[src/rtl/refclk_switch_ctrl.sv]
// refclk_switch_ctrl
// Sequences the handover of the FOCT reference clock from the on-board
// standard clock to the external PLL, watches PLL lock (and optionally the
// Ext_Ref frequency), and falls back to the standard clock on any fault.
// After MAX_RETRY consecutive faults the block locks out until reset or
// Force_Std. Single clock domain: Clk_100M. SYS_START is the async active-low
// reset.
//
// Optional feature macro: EPLL_FREQ_CHECK_EN
//   defined   : CHECK state present, Ext_Ref counted over WIN_CYC windows,
//               RUN keeps checking windows back-to-back.
//   undefined : no counters, SETTLE goes straight to RUN, Ext_Ref ignored.
module refclk_switch_ctrl #(
  parameter int unsigned SETTLE_CYC   = 1000,
  parameter int unsigned LOCK_TMO_CYC = 200000,
  parameter int unsigned WIN_CYC      = 10000,
  parameter int unsigned CNT_MIN      = 995,
  parameter int unsigned CNT_MAX      = 1005,
  parameter int unsigned HOLDOFF_CYC  = 100000,
  parameter int unsigned MAX_RETRY    = 3
) (
  input  logic       Clk_100M,
  input  logic       SYS_START,
  input  logic       Enable,
  input  logic       Force_Std,
  input  logic       PLL_Lock,
  input  logic       Ext_Ref,
  output logic       ClkStart,
  output logic       Clk_Fault,
  output logic       Lockout,
  output logic [2:0] Retry_Cnt,
  output logic [2:0] State
);

  // State codes are visible on the State port, so the encoding is fixed.
  typedef enum logic [2:0] {
    ST_IDLE      = 3'd0,
    ST_WAIT_LOCK = 3'd1,
    ST_SETTLE    = 3'd2,
    ST_CHECK     = 3'd3,
    ST_RUN       = 3'd4,
    ST_FAULT     = 3'd5,
    ST_LOCKOUT   = 3'd6
  } state_t;

  // One shared dwell timer serves SETTLE, WAIT_LOCK timeout and FAULT
  // holdoff; it only has to reach the largest of the three.
  localparam int unsigned TMR_MAX_A = (SETTLE_CYC > LOCK_TMO_CYC) ? SETTLE_CYC : LOCK_TMO_CYC;
  localparam int unsigned TMR_MAX   = (TMR_MAX_A > HOLDOFF_CYC) ? TMR_MAX_A : HOLDOFF_CYC;
  localparam int unsigned TMR_W     = $clog2(TMR_MAX + 1);

  state_t           r_state;
  state_t           w_state_nx;
  logic [TMR_W-1:0] r_tmr;
  logic             r_lock_meta;
  logic             r_lock_s;
  logic             r_clk_start;
  logic             r_clk_fault;
  logic             r_lockout;
  logic [2:0]       r_retry;

  logic             w_state_chg;
  logic             w_settle_done;
  logic             w_lock_tmo;
  logic             w_holdoff_done;
  logic             w_retry_max;
  logic             w_fault_entry;
  logic             w_run_entry;

  // ---------------------------------------------------------------------------
  // PLL_Lock synchronizer
  // ---------------------------------------------------------------------------
  // Two-flop synchronizer bringing the asynchronous PLL lock into Clk_100M.
  always_ff @(posedge Clk_100M or negedge SYS_START) begin
    if (!SYS_START) begin
      // NOTE: synchronizer flops are reset too, so lock_s reads "unlocked"
      // until two real samples have been taken after reset release.
      r_lock_meta <= 1'b0;
      r_lock_s    <= 1'b0;
    end else begin
      // NOTE: non-blocking assignments make each flop take the pre-edge value
      // of its source; blocking here would collapse the two stages into one.
      r_lock_meta <= PLL_Lock;
      r_lock_s    <= r_lock_meta;
    end
  end

  // ---------------------------------------------------------------------------
  // Optional Ext_Ref frequency window check
  // ---------------------------------------------------------------------------
`ifdef EPLL_FREQ_CHECK_EN
  localparam int unsigned WIN_W = $clog2(WIN_CYC + 1);

  logic             r_ref_meta;
  logic             r_ref_s;
  logic             r_ref_d;
  logic [WIN_W-1:0] r_win_cnt;
  logic [15:0]      r_edge_cnt;
  logic             w_ref_rise;
  logic             w_win_active;
  logic             w_check_entry;
  logic             w_win_end;
  logic             w_cnt_ok;
  logic             w_win_bad;

  assign w_ref_rise    = r_ref_s & ~r_ref_d;
  assign w_win_active  = (r_state == ST_CHECK) || (r_state == ST_RUN);
  assign w_check_entry = (w_state_nx == ST_CHECK) && (r_state != ST_CHECK);
  assign w_win_end     = (r_win_cnt == WIN_W'(WIN_CYC - 1));
  assign w_cnt_ok      = (r_edge_cnt >= 16'(CNT_MIN)) && (r_edge_cnt <= 16'(CNT_MAX));
  assign w_win_bad     = w_win_active && w_win_end && !w_cnt_ok;

  // Two-flop synchronizer for Ext_Ref plus a delay flop for edge detection.
  always_ff @(posedge Clk_100M or negedge SYS_START) begin
    if (!SYS_START) begin
      r_ref_meta <= 1'b0;
      r_ref_s    <= 1'b0;
      r_ref_d    <= 1'b0;
    end else begin
      r_ref_meta <= Ext_Ref;
      r_ref_s    <= r_ref_meta;
      r_ref_d    <= r_ref_s;
    end
  end

  // Window and edge counters: cleared on CHECK entry, restarted at every
  // window boundary; a rising edge seen on the boundary cycle opens the next
  // window's count.
  always_ff @(posedge Clk_100M or negedge SYS_START) begin
    if (!SYS_START) begin
      r_win_cnt  <= '0;
      r_edge_cnt <= '0;
    end else if (w_check_entry || !w_win_active) begin
      r_win_cnt  <= '0;
      r_edge_cnt <= '0;
    end else if (w_win_end) begin
      r_win_cnt  <= '0;
      r_edge_cnt <= {15'd0, w_ref_rise};
    end else begin
      r_win_cnt <= r_win_cnt + WIN_W'(1);
      if (w_ref_rise && (r_edge_cnt != 16'hFFFF)) begin
        r_edge_cnt <= r_edge_cnt + 16'd1;
      end
    end
  end
`else
  // Frequency check compiled out: Ext_Ref and the window parameters are
  // intentionally left without a load.
  logic w_unused_freq;
  assign w_unused_freq = Ext_Ref ^ (^(WIN_CYC ^ CNT_MIN ^ CNT_MAX));
`endif

  // ---------------------------------------------------------------------------
  // Dwell timer
  // ---------------------------------------------------------------------------
  assign w_state_chg    = (w_state_nx != r_state);
  assign w_settle_done  = (r_tmr == TMR_W'(SETTLE_CYC - 1));
  assign w_lock_tmo     = (r_tmr == TMR_W'(LOCK_TMO_CYC - 1));
  assign w_holdoff_done = (r_tmr == TMR_W'(HOLDOFF_CYC - 1));
  assign w_retry_max    = (r_retry == 3'(MAX_RETRY));

  // Counts cycles spent in the current state; restarts on every transition.
  always_ff @(posedge Clk_100M or negedge SYS_START) begin
    if (!SYS_START) begin
      r_tmr <= '0;
    end else if (w_state_chg) begin
      r_tmr <= '0;
    end else if (r_tmr != TMR_W'(TMR_MAX)) begin
      r_tmr <= r_tmr + TMR_W'(1);
    end
  end

  // ---------------------------------------------------------------------------
  // Main FSM
  // ---------------------------------------------------------------------------
  // State register.
  always_ff @(posedge Clk_100M or negedge SYS_START) begin
    if (!SYS_START) begin
      r_state <= ST_IDLE;
    end else begin
      r_state <= w_state_nx;
    end
  end

  // Next-state logic. Force_Std overrides everything; within a state, lock
  // loss is checked before any window verdict so it wins a tie.
  always_comb begin
    // NOTE: default assigned first so every path drives w_state_nx and no
    // latch is inferred.
    w_state_nx = r_state;
    if (Force_Std) begin
      w_state_nx = ST_IDLE;
    end else begin
      case (r_state)
        ST_IDLE: begin
          if (Enable) w_state_nx = ST_WAIT_LOCK;
        end
        ST_WAIT_LOCK: begin
          if (r_lock_s)        w_state_nx = ST_SETTLE;
          else if (w_lock_tmo) w_state_nx = ST_FAULT;
        end
        ST_SETTLE: begin
          if (!r_lock_s) begin
            w_state_nx = ST_FAULT;
          end else if (w_settle_done) begin
`ifdef EPLL_FREQ_CHECK_EN
            w_state_nx = ST_CHECK;
`else
            w_state_nx = ST_RUN;
`endif
          end
        end
`ifdef EPLL_FREQ_CHECK_EN
        ST_CHECK: begin
          if (!r_lock_s)      w_state_nx = ST_FAULT;
          else if (w_win_end) w_state_nx = w_cnt_ok ? ST_RUN : ST_FAULT;
        end
`endif
        ST_RUN: begin
          if (!r_lock_s)      w_state_nx = ST_FAULT;
`ifdef EPLL_FREQ_CHECK_EN
          else if (w_win_bad) w_state_nx = ST_FAULT;
`endif
          else if (!Enable)   w_state_nx = ST_IDLE;
        end
        ST_FAULT: begin
          // Retry_Cnt was bumped on entry, so the first FAULT cycle already
          // sees the new count.
          if (w_retry_max)         w_state_nx = ST_LOCKOUT;
          else if (w_holdoff_done) w_state_nx = Enable ? ST_WAIT_LOCK : ST_IDLE;
        end
        ST_LOCKOUT: begin
          w_state_nx = ST_LOCKOUT;
        end
        default: begin
          w_state_nx = ST_IDLE;
        end
      endcase
    end
  end

  // ---------------------------------------------------------------------------
  // Registered outputs and retry counter
  // ---------------------------------------------------------------------------
  assign w_fault_entry = (w_state_nx == ST_FAULT) && (r_state != ST_FAULT);
  assign w_run_entry   = (w_state_nx == ST_RUN) && (r_state != ST_RUN);

  // Outputs are decoded from the next state so they change on the same edge
  // as the state register, glitch-free at the mux select.
  always_ff @(posedge Clk_100M or negedge SYS_START) begin
    if (!SYS_START) begin
      r_clk_start <= 1'b0;
      r_clk_fault <= 1'b0;
      r_lockout   <= 1'b0;
    end else begin
      r_clk_start <= (w_state_nx == ST_RUN);
      r_clk_fault <= w_fault_entry;
      r_lockout   <= (w_state_nx == ST_LOCKOUT);
    end
  end

  // Consecutive fault count: cleared by Force_Std or a successful RUN entry,
  // incremented (saturating at 7) on each FAULT entry.
  always_ff @(posedge Clk_100M or negedge SYS_START) begin
    if (!SYS_START) begin
      r_retry <= 3'd0;
    end else if (Force_Std || w_run_entry) begin
      r_retry <= 3'd0;
    end else if (w_fault_entry && (r_retry != 3'd7)) begin
      r_retry <= r_retry + 3'd1;
    end
  end

  assign ClkStart  = r_clk_start;
  assign Clk_Fault = r_clk_fault;
  assign Lockout   = r_lockout;
  assign Retry_Cnt = r_retry;
  assign State     = r_state;

endmodule

[config.mk]
export PLATFORM = sky130hd
export DESIGN_NAME = refclk_switch_ctrl
export DESIGN_NICKNAME = d
export VERILOG_FILES = /design/src/rtl/refclk_switch_ctrl.sv
export SDC_FILE = /design/constraint.sdc
export NUM_CORES = 1
export LEC_CHECK = 0
export CAP_MARGIN = 20
export CELL_PAD_IN_SITES_DETAIL_PLACEMENT = 0
export CELL_PAD_IN_SITES_GLOBAL_PLACEMENT = 1
export CORE_MARGIN = 3
export CORE_UTILIZATION = 44
export CTS_CLUSTER_DIAMETER = 100
export DETAILED_ROUTE_END_ITERATION = 16
export GPL_TIMING_DRIVEN = 0
export PLACE_DENSITY = 0.76
export SLEW_MARGIN = 20
export SYNTH_ARGS = -nofsm -noshare
export SYNTH_HDL_FRONTEND = slang
export SYNTH_SLANG_ARGS = --single-unit
[constraint.sdc]
create_clock -name Clk_100M -period 2.69 [get_ports Clk_100M]
set_input_delay 0.4035 -clock Clk_100M [delete_from_list [all_inputs] [get_ports Clk_100M]]
set_output_delay 0.4035 -clock Clk_100M [all_outputs]
set_load 0.1 [all_outputs]
==> summary.md <==
| Metric | Value |
|---|---|
| Largest net degree at the start of global routing | `30` |
| Leakage power total | `0.9124 nW` |
| Share of cells above drive strength 1 | `0.1111` |
| Ys flop type | `dfrtp_1` |
| Starting Density | `0.4748` |
| Placement Cell Area | `0.001992 sq mm` |
| Layout area overhead | `16.60%` |
| CTS tree | `built` |
| Setup Skew | `9.618 ps` |
| Slew Viols, Final | `0` |
| Min cycle time layout | `2523 ps` |
| CTS Sinks | `29` |
| Most area-hungry cell type in the Yosys netlist | `dfrtp_1` |
| # diodes | `0` |
| Die Area | `0.004936 sq mm` |
| Synth cell types | `45` |
| Final hold violations | `0` |
| H-tree depth | `2` |
| Routed wire length | `4101 um` |
| Initial antenna violation count | `0` |
| Io pins | `15` |
| Number of synthesized flops with an enable pin | `0` |
| Vias in the first global route | `1537` |
| Reg2reg setup slack | `170 ps` |
| Post-CTS Setup Inserts | `0` |
| CP Class | `reg -> reg` |
| GP Congestion | `0.8932` |
| Antenna viol nets, final | `0` |
| Final period util | `0.9378` |
| Avg WL per Cell | `15.02 um` |
| Fill cells | `359` |
| Synth area leaders | `dfrtp_1 (40%), nor2_1 (6.8%), nand2_1 (4.5%), xnor2_1 (4.3%), xor2_1 (3.9%)` |
| Mapped Area | `0.001817 sq mm` |
| Sequential share of the synthesized area | `0.3994` |
| Core Region | `0.003826 sq mm` |
| Final Cell Area | `0.002118 sq mm` |
| Clk_lat worst skew | `290 ps` |
| CP max FO | `10` |
| DP HPWL | `2999 um` |
| Most frequent cell after synthesis | `nor2_1` |
| Via count | `1560` |
| Syn Nets | `216` |
| Clock tree buffer depth | `2` |
| Cts-stage hold buffer count | `0` |
| Peak Freq | `396.4 MHz` |
| Yosys top cell area share | `0.3994` |
| Worst Tran Pin Value | `968.0 ps` |
| PD cells | `513.8 mW/mm^2` |
| Mapped Avg Cell Area | `8.862 sq um` |
| Rel. slew slack | `0.3526` |
| Asr flop ratio synth | `1.000` |
| Final setup viols | `0` |
| Syn. warnings | `0` |
| Run status | `finished clean` |
| CTS buffer count | `5` |
| Max-Cap Viols | `0` |
| Setup crit end kind | `flop` |
| RSZ-0062 raised after global routing | `no` |
| Worst Path Required | `2860 ps` |
| Initial DRT Pass Iterations | `4` |
| Worst vdd ir | `0.0003039 V` |
| Die width | `70.26 um` |
| Setup crit start kind | `flop` |
| Remaining DRCs | `0` |
| Reg clk slew, reported paths | `70 ps` |
| Grt total ovfl | `0` |
| Final hold slack | `141.4 ps` |
| DR iter-0 viols | `98` |
| First-pass GRT wire length | `7258 um` |
| Avg Vias per Cell | `5.714` |
| Clock Tree Root | `clkbuf_8` |
| Synth Instances | `205` |
| Chip height | `70.26 um` |
| CP arrival | `2690 ps` |
| Register bit total from synthesis | `29` |
| Port bufs | `12` |
| GRT Total Usage | `0.1839` |
| Commonest cells post-synth | `nor2_1 (33), dfrtp_1 (29), nand2_1 (22), xnor2_1 (9)` |
| FP Rows | `22` |
| Net count, final | `235` |
| HP Class | `in -> async` |
-- placed cells by master (no fill, tap or decap), types with 2 or more instances in the layout --
master	count
inv_1	7
or4_4	2
nor2_1	32
xnor2_1	9
a21oi_1	7
nand3_1	8
nand2_1	22
and3_1	2
and2_1	3
nand2b_1	2
o211ai_1	2
mux2i_1	2
ha_1	5
o21ai_0	5
nor4b_1	2
clkdlybuf4s50_1	11
o21a_1	3
nand4_1	7
and4_1	2
nor4_1	2
buf_4	4
o31a_1	2
nor3_1	7
nor3b_1	4
a211oi_1	2
dfrtp_1	29
clkbuf_8	7
nor2b_1	3
xor2_1	8
-- per-stage QoR --
step / total power, mW / setup TNS, ps / utilization / setup WS (ps) / instances
5_1_grt: 1.145 / 0 / 0.5536 / 21.30 / 273
3_3_place_gp: 0.6861 / -260.2 / 0.5219 / -27.67 / 265
4_1_cts: 1.095 / 0 / 0.5487 / 35.54 / 273
2_1_floorplan: 0.6323 / 0 / - / 133.0 / 205
3_5_place_dp: 0.6915 / -728.8 / 0.5206 / -77.53 / 265
6_report: 1.088 / 0 / 0.5536 / 167.3 / 273
-- routing by layer --
| layer | track usage | vias up | routed length, um |
|---|---|---|---|
| li1 | - | 758 | - |
| met2 | 0.2692 | 56 | 1812 |
| met4 | 0.07234 | 0 | 76 |
| met5 | 0 | - | 0 |
| met1 | 0.2619 | 738 | 1959 |
| met3 | 0.04029 | 8 | 254 |
-- worst max-delay path, stage by stage (launching register included) --
cell and delay (ps):
dfrtp_1 430, or4_4 540, or4_4 460, nor4_4 350, o211ai_1 140, o221ai_2 200
buf_6 220, nor2_1 60
-- worst paths after layout --
check / to / depth (start not counted) / start
worst max-delay path: r_tmr[3] / 7 / r_tmr[15]
worst min-delay path: ClkStart / 1 / SYS_START
worst max register to register: r_tmr[3] / 7 / r_tmr[15]
worst min register to register: r_lock_s / 0 / r_lock_meta
max in group asynchronous: r_tmr[0] / 1 / SYS_START
min in group Clk_100M: State[1] / 2 / Force_Std
-- sequential cells by signal (all words and copies together), names as in the netlist --
name and flops:
r_tmr 18, r_lock_meta 1, Retry_Cnt 3, ClkStart 1, Clk_Fault 1, State 3, Lockout 1, r_lock_s 1
-- timing repair --
action                                  in CTS  in global routing
endpoints found under the hold margin        0                  0
resized for setup                            1                  6
endpoints found under the setup margin       6                 15
-- report_power, final --
group,total [mW],internal [mW],switching (mW)
sequential,0.488,0.456,0.0317
clock,0.397,0.231,0.166
combinational,0.203,0.0754,0.128
total,1.09,0.762,0.326
-- layout make-up --
class | count | area, sq um | area share
plain buffers | 7 | 50.05 | 0.02363
clock buffers | 7 | 96.34 | 0.04548
clock inverters | 1 | 5.005 | 0.002363
inverters | 8 | 30.03 | 0.01418
multi-input cells | 161 | 1036 | 0.4891
flip-flops and latches | 29 | 725.7 | 0.3426
well taps | 48 | 60.06 | 0.02835
repair buffers | 12 | 115.1 | 0.05434
-- cells by family after synthesis --
| logic type | Yosys count | share of synthesized area |
|---|---|---|
| and+or+nand+nor | 106 | 0.3099 |
| AOI/OAI and AO/OA | 31 | 0.1219 |
| DFF | 29 | 0.3995 |
| xor gates and xnor gates | 17 | 0.08196 |
| buffers and inverters | 15 | 0.04133 |
| adders and majority gates | 5 | 0.03444 |
| muxes | 2 | 0.01102 |
No activity file was read; power rests on OpenSTA's default activity.
